File: config.mk
export PLATFORM = sky130hd
export DESIGN_NAME = mem_port_arbiter
export DESIGN_NICKNAME = d
export VERILOG_FILES = /design/src/rtl/rvcpu_mem_pkg.sv /design/src/rtl/mem_arb_watchdog.sv /design/src/rtl/mem_port_arbiter.sv
export SDC_FILE = /design/constraint.sdc
export NUM_CORES = 1
export LEC_CHECK = 0
export CELL_PAD_IN_SITES_DETAIL_PLACEMENT = 0
export CELL_PAD_IN_SITES_GLOBAL_PLACEMENT = 1
export CORE_AREA = 2 2 195 197
export CTS_CLUSTER_SIZE = 40
export DETAILED_ROUTE_END_ITERATION = 10
export DIE_AREA = 0 0 197 199
export GPL_TIMING_DRIVEN = 0
export PLACE_DENSITY = 0.79
export SETUP_SLACK_MARGIN = 0.05
export SLEW_MARGIN = 20
export SYNTH_ARGS = -nofsm -noshare
export SYNTH_HDL_FRONTEND = slang
export SYNTH_SLANG_ARGS = --single-unit
export TNS_END_PERCENT = 100
File: constraint.sdc
create_clock -name clk -period 5.3 [get_ports clk]
set_input_delay 1.06 -clock clk [delete_from_list [all_inputs] [get_ports clk]]
set_output_delay 1.06 -clock clk [all_outputs]
set_load 0.02 [all_outputs]
File: src/rtl/rvcpu_mem_pkg.sv
// Shared types and constants for the memory-port arbiter.
package rvcpu_mem_pkg;

  localparam int unsigned RD_CTRL_W = 3;
  localparam int unsigned WR_CTRL_W = 2;

  // Load type used for instruction fetch: unsigned word
  localparam logic [RD_CTRL_W-1:0] FETCH_RD_CTRL = 3'd6;

  typedef enum logic [1:0] {
    IDLE,
    FETCH,
    DATA
  } arb_state_e;

endpackage

File: src/rtl/mem_arb_watchdog.sv
// Cycle counter that flags a hung memory access. Cleared when a transaction is
// granted, counts while one is outstanding. TIMEOUT_CYCLES = 0 disables it.
module mem_arb_watchdog #(
  parameter int unsigned TIMEOUT_CYCLES = 255
) (
  input  logic clk,
  input  logic rst,
  input  logic clr,
  input  logic en,
  output logic timeout
);

  localparam int unsigned CNT_W = $clog2(TIMEOUT_CYCLES + 2);
  localparam int unsigned LIMIT = (TIMEOUT_CYCLES == 0) ? 0 : TIMEOUT_CYCLES - 1;

  logic [CNT_W-1:0] cnt;

  // Count busy cycles; restart on each new grant
  always_ff @(posedge clk) begin
    if (rst || clr) begin
      cnt <= '0;
    end else if (en) begin
      cnt <= cnt + 1'b1;
    end
  end

  assign timeout = (TIMEOUT_CYCLES != 0) && en && (cnt == CNT_W'(LIMIT));

endmodule

File: src/rtl/mem_port_arbiter.sv
// Shares one single-port memory between the fetch port and the data port.
// Data has fixed priority; a streak limit guarantees fetch eventually wins.
module mem_port_arbiter
  import rvcpu_mem_pkg::*;
#(
  parameter int unsigned DATA_STREAK_MAX = 4,
  parameter int unsigned TIMEOUT_CYCLES  = 255
) (
  input  logic                 clk,
  input  logic                 rst,
  // fetch port
  input  logic                 if_req,
  input  logic [63:0]          if_addr,
  output logic [31:0]          if_rdata,
  output logic                 if_valid,
  output logic                 if_stall,
  // data port
  input  logic                 dm_req,
  input  logic [63:0]          dm_addr,
  input  logic [63:0]          dm_wdata,
  input  logic [RD_CTRL_W-1:0] dm_rd_ctrl,
  input  logic [WR_CTRL_W-1:0] dm_wr_ctrl,
  output logic [63:0]          dm_rdata,
  output logic                 dm_valid,
  output logic                 dm_stall,
  // memory side
  output logic                 mem_req,
  output logic [63:0]          mem_addr,
  output logic [63:0]          mem_wdata,
  output logic [RD_CTRL_W-1:0] mem_rd_ctrl,
  output logic [WR_CTRL_W-1:0] mem_wr_ctrl,
  output logic                 mem_is_fetch,
  input  logic                 mem_ack,
  input  logic [63:0]          mem_rdata,
  output logic                 err_timeout
);

  localparam int unsigned STREAK_W = $clog2(DATA_STREAK_MAX + 1);

  arb_state_e          state;
  logic [STREAK_W-1:0] streak;
  logic                busy;
  logic                fetch_blocked;
  logic                grant_data;
  logic                grant_fetch;
  logic                timeout;

  assign busy          = (state != IDLE);
  // Fetch has waited out the full data streak, so it takes the next grant
  assign fetch_blocked = if_req && (streak == STREAK_W'(DATA_STREAK_MAX));
  assign grant_data    = (state == IDLE) && dm_req && !fetch_blocked;
  assign grant_fetch   = (state == IDLE) && !grant_data && if_req;

  assign if_stall = if_req & ~if_valid;
  assign dm_stall = dm_req & ~dm_valid;

  mem_arb_watchdog #(
    .TIMEOUT_CYCLES (TIMEOUT_CYCLES)
  ) u_watchdog (
    .clk     (clk),
    .rst     (rst),
    .clr     (grant_data || grant_fetch),
    .en      (busy),
    .timeout (timeout)
  );

  // Arbitration FSM with registered memory-side and completion outputs
  always_ff @(posedge clk) begin
    if (rst) begin
      state        <= IDLE;
      streak       <= '0;
      mem_req      <= 1'b0;
      mem_addr     <= '0;
      mem_wdata    <= '0;
      mem_rd_ctrl  <= '0;
      mem_wr_ctrl  <= '0;
      mem_is_fetch <= 1'b0;
      if_valid     <= 1'b0;
      if_rdata     <= '0;
      dm_valid     <= 1'b0;
      dm_rdata     <= '0;
      err_timeout  <= 1'b0;
    end else begin
      if_valid <= 1'b0;
      dm_valid <= 1'b0;
      unique case (state)
        IDLE: begin
          if (grant_data) begin
            state        <= DATA;
            mem_req      <= 1'b1;
            mem_addr     <= dm_addr;
            mem_wdata    <= dm_wdata;
            mem_rd_ctrl  <= dm_rd_ctrl;
            mem_wr_ctrl  <= dm_wr_ctrl;
            mem_is_fetch <= 1'b0;
            if (if_req) begin
              if (streak != STREAK_W'(DATA_STREAK_MAX)) begin
                streak <= streak + 1'b1;
              end
            end else begin
              streak <= '0;
            end
          end else if (grant_fetch) begin
            state        <= FETCH;
            mem_req      <= 1'b1;
            mem_addr     <= if_addr;
            mem_wdata    <= '0;
            mem_rd_ctrl  <= FETCH_RD_CTRL;
            mem_wr_ctrl  <= '0;
            mem_is_fetch <= 1'b1;
            streak       <= '0;
          end
        end
        FETCH, DATA: begin
          // An ack in the timeout cycle still completes normally
          if (mem_ack || timeout) begin
            state   <= IDLE;
            mem_req <= 1'b0;
            if (state == FETCH) begin
              if_valid <= 1'b1;
              if_rdata <= mem_ack ? mem_rdata[31:0] : 32'h0;
            end else begin
              dm_valid <= 1'b1;
              dm_rdata <= mem_ack ? mem_rdata : 64'h0;
            end
            if (!mem_ack) begin
              err_timeout <= 1'b1;
            end
          end
        end
        default: begin
          state   <= IDLE;
          mem_req <= 1'b0;
        end
      endcase
    end
  end

endmodule

==> results.cfg <==
[synthesis]
syn_area_mm2 = 0.00920
ys_ff_latch = 248
netlist_instances = 1014
synth_ff_type = dfxtp_1
ys_seq_area_share_pct = 54.0
ys_async_sr_fraction_pct = 0
synth_nets = 1286
avgSynthCellArea_um2 = 9.07
ys_warn_count = 0
yosys.cell_types.count = 42
synth_edf_count = 0

[die]
rows = 71
dieArea_mm2 = 0.0392
ioPinCount = 502
start_util_pct = 24.8
die_h_um = 199
die_w_um = 197
core_area_mm2 = 0.0371

[sta]
rsz0062_at_grt = no
tns_ns = 0
slew_headroom_pct = 26.2
hold_slack_ns = 0.471
fmax_ghz = 0.266
setup_violations = 0
tightest_slew_ns = 1.11
clock_skew_ns = 0.0132
slew_violations = 0
finalCriticalPeriod_ns = 3.75
period_share_pct = 70.8
hold_violations = 0

[final_layout]
utilization_pct = 42.2
syn_to_final_growth_pct = 70.2
layout-drive-gt1-share_pct = 5.82
final_area_mm2 = 0.0157
fin_cells = 2038
diodes = 0
nets = 1816

[drt]
dr_total_vias = 9794
first_pass_iters = 5
vias_per_cell = 4.81
drt_iter0_markers = 393
wirelength_um = 40500
drcViolationCount = 0
wl_per_cell_um = 19.9
drtAntennaViolNets = 0

[setup_path]
crit_arrival_ns = 2.69
cpMostUsedCell = clkdlybuf4s50_1
path_class = in -> out
cp_cell_sequence = clkdlybuf4s50_1 -> buf_2 -> nor2b_1 -> clkdlybuf4s50_1
start_kind = input port
max_stage_delay_ns = 0.68
critPathSlowestCell = clkdlybuf4s50_1
cp_top_family = buffers and inverters
cp-end-kind = output pin
crit_buf_inv = 3
path_max_fanout = 10
required_ns = 4.24

[global_route]
grt_overflow = 0
antenna_found_initial = 1
grt_pass1_wl_um = 58500
grt.total_usage_pct = 19.5
grt_pass1_vias = 9629
grt_max_degree = 15

[clock_tree]
h-tree-depth = 1
clk_pin_slew_ns = 0.06
cts_root_buf = clkbuf_16
cts_buffer_depth = 3
cts_resized = 0
clkLatencyLatePin_ns = 0.56
postCtsSetupBuffers = 0
postCtsHoldBufs = 0
numClockSinks = 248
cts_tree = yes
cts_buffers = 29

[placement]
placed_cell_area_mm2 = 0.0148
place_congestion = 0.859
io_buffers = 499
dp_hpwl_um = 31400
dp_cells = 1987

[pwr]
cellPowerDensity_mw_per_mm2 = 374
vdd_drop_max_mv = 0.241
p_leak_nw = 5.79

[run]
cap_viol_max_count = 0

[min_path]
hp-class = reg -> reg

[run_status]
status = finished, final reports clean
[placed cells by master (no fill, tap or decap), types with 3 or more instances in the layout]
cell / synthesis / routed
nand3_1: 24 / 24
nand2_1: 156 / 156
a22oi_1: 67 / 67
nor2b_1: 6 / 6
xnor2_1: 4 / 4
clkbuf_1: 51 / 60
o21ai_0: 43 / 43
buf_1: 4 / 4
buf_6: 3 / 3
xor2_1: 4 / 4
ha_1: 6 / 6
a22o_1: 30 / 30
a32o_1: 22 / 22
buf_2: 34 / 34
clkinv_2: 0 / 6
nor3_1: 4 / 4
inv_1: 9 / 9
a311oi_1: 64 / 64
clkbuf_8: 0 / 5
dfxtp_1: 248 / 248
a21oi_1: 50 / 50
o21ai_1: 3 / 3
nor2_1: 151 / 151
clkbuf_16: 0 / 29
clkdlybuf4s50_1: 0 / 499
nand4b_1: 3 / 3
[worst register-to-register path, cell delays in order (launching register included)]
cell and delay (ns):
dfxtp_1 0.36, inv_1 0.05, ha_1 0.25, buf_2 0.22
nand3_1 0.31, clkbuf_1 0.87, nand2_1 0.27, a311oi_1 0.33
[power breakdown]
part	leakage [nW]	internal, W	total [W]	switching (W)
Combinational	3.33	0.000783	0.00179	0.00101
Clock	0.433	0.00107	0.00186	0.000787
Sequential	2.03	0.00209	0.00222	0.000130
Total	5.79	0.00394	0.00586	0.00192
[cell type report]
cell class | count | area, um^2
clock inverter | 7 | 38.8
multi-input combinational | 662 | 3770
timing repair buffer | 499 | 4990
sequential | 248 | 4960
inverter | 9 | 33.8
tap | 474 | 593
clock buffer | 44 | 832
buffer | 95 | 432
fill | 3695 | 21500
[path summary, 6_finish.rpt]
check / startpoint / endpoint / slack (ns) / depth (start not counted)
setup / recovery: if_req / if_stall / 1.55 / 4
hold / removal: if_rdata[9] / if_rdata[9] / 0.47 / 1
setup reg to reg: state[0] / mem_addr[59] / 2.55 / 7
hold reg to reg: if_rdata[9] / if_rdata[9] / 0.47 / 1
[Yosys cell counts (2+ instances only)]
cell type | count | area (um^2)
dfxtp_1 | 248 | 4960
nand2_1 | 156 | 586
nor2_1 | 151 | 567
a22oi_1 | 67 | 503
a311oi_1 | 64 | 561
clkbuf_1 | 51 | 191
a21oi_1 | 50 | 250
o21ai_0 | 43 | 215
buf_2 | 34 | 170
a22o_1 | 30 | 263
nand3_1 | 24 | 120
a32o_1 | 22 | 220
inv_1 | 9 | 33.8
ha_1 | 6 | 75.1
nor2b_1 | 6 | 37.5
buf_1 | 4 | 15.0
nor3_1 | 4 | 20.0
xnor2_1 | 4 | 35.0
xor2_1 | 4 | 35.0
buf_6 | 3 | 33.8
nand4b_1 | 3 | 26.3
o21ai_1 | 3 | 15.0
a211oi_1 | 2 | 15.0
a31oi_1 | 2 | 12.5
and3_1 | 2 | 12.5
buf_4 | 2 | 15.0
nand2b_1 | 2 | 12.5
nand4_1 | 2 | 12.5
o221a_2 | 2 | 22.5
o31ai_4 | 2 | 42.5
[sequential cells by signal (all words and copies together), names as in the netlist, 2 cells and up]
name / cells
mem_addr: 64
state: 2
mem_rd_ctrl: 3
u_watchdog.cnt: 9
mem_wr_ctrl: 2
mem_wdata: 64
dm_rdata: 64
streak: 3
if_rdata: 32
[kinds of logic after synthesis]
| group | Yosys count | share of synthesized area, % |
|---|---|---|
| DFF | 248 | 54.0 |
| adders and majority gates | 6 | 0.816 |
| AOI/OAI and AO/OA | 292 | 23.6 |
| buffers and inverters | 104 | 5.04 |
| xor gates and xnor gates | 8 | 0.761 |
| and+or+nand+nor | 356 | 15.8 |
[layer usage]
metal  part of all wire (%)  vias to the layer above  track usage, %
li1                       -                     4685               -
met1                     39                     4607            22.1
met2                     48                      435            33.8
met3                    9.7                       65            6.80
met4                    3.5                        2            7.16
met5                  0.032                        -               0
[per-stage QoR]
step | setup slack (ns) | total power (W)
floorplan | 2.68 | 0.00310
global placement | 1.57 | 0.00403
detailed placement | 1.55 | 0.00405
CTS | 1.55 | 0.00593
global route | 1.53 | 0.00614
finish | 1.55 | 0.00586
(Power assumes the default switching activity.)
